$ cat config.mk
export PLATFORM = sky130hd
export DESIGN_NAME = sha256_msg_schedule
export DESIGN_NICKNAME = d
export VERILOG_FILES = /design/src/rtl/sha256_pkg.sv /design/src/rtl/func_sigma0.sv /design/src/rtl/func_sigma1.sv /design/src/rtl/sha256_msg_schedule.sv
export SDC_FILE = /design/constraint.sdc
export NUM_CORES = 1
export LEC_CHECK = 0
export ABC_AREA = 0
export CAP_MARGIN = 20
export CORE_MARGIN = 4
export CORE_UTILIZATION = 45
export CTS_CLUSTER_SIZE = 14
export DETAILED_ROUTE_END_ITERATION = 8
export HOLD_SLACK_MARGIN = 0.05
export PLACE_DENSITY_LB_ADDON = 0.05
export SYNTH_ARGS = -nofsm -noshare
export SYNTH_HDL_FRONTEND = slang
export SYNTH_HIERARCHICAL = 1
export SYNTH_SLANG_ARGS = --single-unit
$ cat constraint.sdc
create_clock -name clk -period 4.5 [get_ports clk]
set_input_delay 0.9 -clock clk [delete_from_list [all_inputs] [get_ports clk]]
set_output_delay 0.9 -clock clk [all_outputs]
set_load 0.01 [all_outputs]
$ cat src/rtl/sha256_pkg.sv
// Shared SHA-256 constants, state encoding and sigma rotate/shift amounts.
package sha256_pkg;

    localparam int WORD_W = 32;
    localparam int N_IN   = 16;
    localparam int N_OUT  = 64;

    typedef enum logic {
        ST_LOAD = 1'b0,
        ST_EMIT = 1'b1
    } sched_state_e;

    localparam int S0_ROT_A = 7;
    localparam int S0_ROT_B = 18;
    localparam int S0_SHR   = 3;
    localparam int S1_ROT_A = 17;
    localparam int S1_ROT_B = 19;
    localparam int S1_SHR   = 10;

    function automatic logic [31:0] rotr32(input logic [31:0] x, input int n);
        return (x >> n) | (x << (32 - n));
    endfunction

endpackage

$ cat src/rtl/func_sigma0.sv
// SHA-256 small sigma0: ROTR7 ^ ROTR18 ^ SHR3, purely combinational.
module func_sigma0
    import sha256_pkg::*;
(
    input  logic [31:0] x_i,
    output logic [31:0] y_o
);

    assign y_o = rotr32(x_i, S0_ROT_A) ^ rotr32(x_i, S0_ROT_B) ^ (x_i >> S0_SHR);

endmodule

$ cat src/rtl/func_sigma1.sv
// SHA-256 small sigma1: ROTR17 ^ ROTR19 ^ SHR10, purely combinational.
module func_sigma1
    import sha256_pkg::*;
(
    input  logic [31:0] x_i,
    output logic [31:0] y_o
);

    assign y_o = rotr32(x_i, S1_ROT_A) ^ rotr32(x_i, S1_ROT_B) ^ (x_i >> S1_SHR);

endmodule

$ cat src/rtl/sha256_msg_schedule.sv
// SHA-256 message schedule expander: loads 16 words, emits W[0..63] from a 16-word window.
// Optional MSG_SCHED_ROUND_OUT_EN adds out_round (round index t while emitting).
//
// state   | meaning
// --------+-------------------------------------------------
// ST_LOAD | accepting input words into w[cnt], in_ready=1
// ST_EMIT | presenting w[0] as W[cnt], shifting on handshake
module sha256_msg_schedule
    import sha256_pkg::*;
#(
    parameter int WORD_W_P = WORD_W,
    parameter int N_IN_P   = N_IN,
    parameter int N_OUT_P  = N_OUT
) (
    input  logic                clk,
    input  logic                rst_n,
    input  logic                in_valid,
    output logic                in_ready,
    input  logic [WORD_W_P-1:0] in_word,
    output logic                out_valid,
    input  logic                out_ready,
    output logic [WORD_W_P-1:0] out_word,
`ifdef MSG_SCHED_ROUND_OUT_EN
    output logic [5:0]          out_round,
`endif
    output logic                out_last
);

    localparam logic [5:0] CNT_LOAD_LAST = 6'(N_IN_P - 1);
    localparam logic [5:0] CNT_EMIT_LAST = 6'(N_OUT_P - 1);

    sched_state_e        state_q, state_d;
    logic [5:0]          cnt_q, cnt_d;
    logic [WORD_W_P-1:0] w_q [16];
    logic [WORD_W_P-1:0] w_d [16];
    logic [WORD_W_P-1:0] s0, s1;

    func_sigma0 u_sigma0 (
        .x_i (w_q[1]),
        .y_o (s0)
    );

    func_sigma1 u_sigma1 (
        .x_i (w_q[14]),
        .y_o (s1)
    );

    always_comb begin
        state_d = state_q;
        cnt_d   = cnt_q;
        w_d     = w_q;
        case (state_q)
            ST_LOAD: begin
                if (in_valid) begin
                    w_d[cnt_q[3:0]] = in_word;
                    if (cnt_q == CNT_LOAD_LAST) begin
                        cnt_d   = '0;
                        state_d = ST_EMIT;
                    end else begin
                        cnt_d = cnt_q + 6'd1;
                    end
                end
            end
            ST_EMIT: begin
                if (out_ready) begin
                    for (int i = 0; i < 15; i++) begin
                        w_d[i] = w_q[i+1];
                    end
                    // Words shifted in after t=47 are never emitted; computing them keeps the path uniform.
                    w_d[15] = s1 + w_q[9] + s0 + w_q[0];
                    if (cnt_q == CNT_EMIT_LAST) begin
                        cnt_d   = '0;
                        state_d = ST_LOAD;
                    end else begin
                        cnt_d = cnt_q + 6'd1;
                    end
                end
            end
            default: state_d = ST_LOAD;
        endcase
    end

    always_ff @(posedge clk or negedge rst_n) begin
        if (!rst_n) begin
            state_q <= ST_LOAD;
            cnt_q   <= '0;
            for (int i = 0; i < 16; i++) begin
                w_q[i] <= '0;
            end
        end else begin
            state_q <= state_d;
            cnt_q   <= cnt_d;
            w_q     <= w_d;
        end
    end

    assign in_ready  = (state_q == ST_LOAD);
    assign out_valid = (state_q == ST_EMIT);
    assign out_word  = w_q[0];
    assign out_last  = (state_q == ST_EMIT) && (cnt_q == CNT_EMIT_LAST);

`ifdef MSG_SCHED_ROUND_OUT_EN
    assign out_round = (state_q == ST_EMIT) ? cnt_q : 6'd0;
`endif

endmodule

==> metrics.log, run 1 <==
[metrics] run status: complete, no violations
[metrics] main flop type after synthesis: dfrtp_1
[metrics] deepest level of the CTS H-tree: 2
[metrics] drt total wl: approximately 96 mm
[metrics] leakage component of the power: 13.8 nW
[metrics] number of diodes added for antenna fixing: 0
[metrics] number of top-level design ports: 71
[metrics] CTS tree: yes
[metrics] overall routing resource usage: 0.282
[metrics] total power draw: 28.7 mW
[metrics] Post-synth EDFFs: 0
[metrics] final worst hold slack: 0.311 ns
[metrics] share of synthesized flip-flops with an asynchronous set or reset: 1.00
[metrics] starting density of the core: 0.454
[metrics] final slew viol count: 0
[metrics] maximum fanout along the worst path: 6
[metrics] Power Dens Cells: 901 nW/um^2
[metrics] placed wire-length estimate: 65.8 mm
[metrics] #FFs+latches synth: around 520
[metrics] part of the Yosys area used for sequential elements: 0.455
[metrics] vias in the first global route: 22200
[metrics] maximum number of pins on one net before global-route repair: 178
[metrics] Crit. End Element: register
[metrics] category of the most critical setup path: reg -> reg
[metrics] placeable core region: 63000 sq um
[metrics] Arrival @ worst endpoint: 4.86 ns
[metrics] Worst VDD drop: 0.605 mV
[metrics] ratio of cells with drive above 1 in the final layout: 0.0813
[metrics] GRT overflow: 0
[metrics] final setup violation count: 0
[metrics] wire length of the first global-routing pass: 146 mm
[metrics] clock period minus worst slack: 4.34 ns
[metrics] vias per std cell: slightly below 6
[metrics] maxcap violations: 0
[metrics] Worst EP required: 5.01 ns
[metrics] clock transition time at the flip-flop clock pins of the worst setup and hold paths: 0.06 ns
[metrics] Final nets: 3100
[metrics] most common cell after layout, fill and taps aside: nor2_1
[metrics] clock tree skew after final layout: 0.0210 ns
[metrics] area fraction of the dominant cell type after synthesis: 0.455
[metrics] highest clock rate: 230 MHz
[metrics] detailed-route via count: 23000
[metrics] share of the clock period used by the worst path: 0.966
[metrics] dominant cells by area after synthesis: dfrtp_1 45%, a22oi_1 13%, a21oi_1 9.3%, nor2_1 7.0%, fa_1 4.3%
[metrics] critical path launch point type: register
[metrics] commonest non-fill, non-tap cells in the layout: 533 x nor2_1, 527 x a21oi_1, 518 x dfrtp_1
[metrics] Worst slew margin: 0.252
[metrics] total nets after synthesis: 3175
[metrics] number of violations reported at the end of detailed-routing iteration 0: 2273
[metrics] Post-Synthesis Cell Area: 28600 sq um
[metrics] unrepaired setup endpoints after global routing: false
[metrics] count of warnings emitted by yosys: 6
[metrics] total count of hold-check failures in the final report: 0
[metrics] Routed wire per std cell: 25.0 microns
[metrics] worst hold path class: in -> async
[metrics] die area: 67600 sq um
[metrics] total CTS buffers: a little under 60
[metrics] maximum buffer depth of the clock tree: 3
[metrics] post-synthesis instance total: 3042
[metrics] number of nets still failing antenna checks after routing: 0
[metrics] number of antenna violations at the first check in global routing: 1
[metrics] area leader, netlist: dfrtp_1
[metrics] die height: 260 microns
[metrics] die outline width: between 200 and 300 microns
[metrics] site row count: 92
[metrics] slack of the worst reg-to-reg path: 0.16 ns
[metrics] post-route setup TNS: 0 ns
[metrics] clock net sink count: 519
[metrics] final routed DRC violation total: 0
[metrics] Root Buffer Master: clkbuf_16
[metrics] number of distinct standard cells referenced by the synthesized netlist: 73
[metrics] measured slew at the worst slew-check pin: ~1.1 ns
[metrics] Post-CTS Hold Fix Bufs: 0
[metrics] area overhead of the layout relative to synthesis: 11.6%
[metrics] weighted congestion reported at the end of routability-driven placement: 0.977
[metrics] Pre-antenna DRT Iters: 5
[metrics] insertion delay to the later sink of the worst-skew pair: between 0.6 and 0.7 ns
[metrics] count of input and output buffers: 70
[metrics] average cell area after synthesis: 9.39 sq um
-- state kept, by name, summed over array words and instances, names as in the netlist --
| register | count |
|---|---|
| cnt_q | 6 |
| w_q | 480 |
| out_word | 32 |
| out_valid | 1 |
-- layout make-up --
cell class              instances  area (sq um)
clock inverters                19           221
well taps                     846          1060
repair buffers                182          1650
fillers                      5903         31100
clock buffers                  88          1750
inverters                     177           667
flip-flops and latches        519         13000
multi-input cells            2028         13500
-- critical path, stage by stage (launching register included) --
cell	delay, ns
dfrtp_1	0.57
xor3_1	0.51
inv_1	0.09
fa_1	0.43
fa_1	0.50
inv_1	0.05
ha_1	0.37
a21oi_1	0.30
o211ai_1	0.13
a21oi_1	0.26
o21ai_1	0.21
a311oi_1	0.39
mux2i_1	0.32
o21ai_1	0.08
-- where the power goes --
group / internal [mW] / switching [mW]
sequential: 5.89 / 1.16
clock: 2.85 / 2.09
combinational: 7.13 / 9.62
-- metrics by stage --
step	setup WS, ns	instances	util	area (sq um)
5_1_grt	0.0228	3859	0.506	31900
3_3_place_gp	0.205	3749	0.474	29900
2_1_floorplan	0.629	3042	-	28600
4_1_cts	0.127	3858	0.506	31900
6_report	0.155	3859	0.506	31900
3_5_place_dp	0.185	3751	0.475	29900
-- cells in the mapped netlist, types with 11 or more instances --
library cell  number
nand3_1           15
o21ai_0           29
buf_1             31
xor3_1            50
nor2_1           533
a22oi_1          488
and2_1            14
buf_4             34
nor2b_1           39
clkbuf_1         148
ha_1              35
xor2_1            21
o21ai_2           13
buf_2            101
nand2_1           39
a21oi_1          528
dfrtp_1          519
inv_1            176
xnor2_1           19
a221oi_1          11
and3_1            11
nand4_1           11
fa_1              62
-- repair_timing --
| action | CTS | global route |
|---|---|---|
| endpoints found under the setup margin | 0 | 1 |
| gates resized for setup | 0 | 1 |
| setup buffers | 0 | 0 |
-- logic make-up (layout without fill, tap and decap cells) --
group | count (synthesis) | after routing | synth area share
XOR/XNOR | 91 | 91 | 0.0548
AND/OR/NAND/NOR | 692 | 692 | 0.101
adder cells (fa/ha/maj) | 97 | 97 | 0.0588
buffers and inverters | 495 | 466 | 0.0746
flip-flops | 519 | 519 | 0.455
AO/OA/AOI/OAI | 1141 | 1141 | 0.253
multiplexers | 7 | 7 | 0.00245
-- final timing paths --
path,start,end,cells after the start
setup / recovery,w_q[458],w_q[16],13
hold / removal,rst_n,w_q[58],1
setup reg to reg,w_q[458],w_q[16],13
hold reg to reg,w_q[9],w_q[9],2
max in group asynchronous,rst_n,w_q[448],2
min in group clk,w_q[9],w_q[9],2
-- routing by layer --
layer | up-vias | share of wire | global-route usage
met2 | 799 | 0.43 | 0.411
met1 | 11500 | 0.46 | 0.425
met4 | 2 | 0.032 | 0.0883
li1 | 10500 | - | -
met5 | - | 0.00013 | 0
met3 | 153 | 0.073 | 0.0560
Power figures use the tool's default switching activity.
==> run 2: changes to the inputs <==
CTS_CLUSTER_SIZE = 12   (was 14)
==> results of run 2 <==
No change in the layout: final DEF, timing and power equal those of run 1.
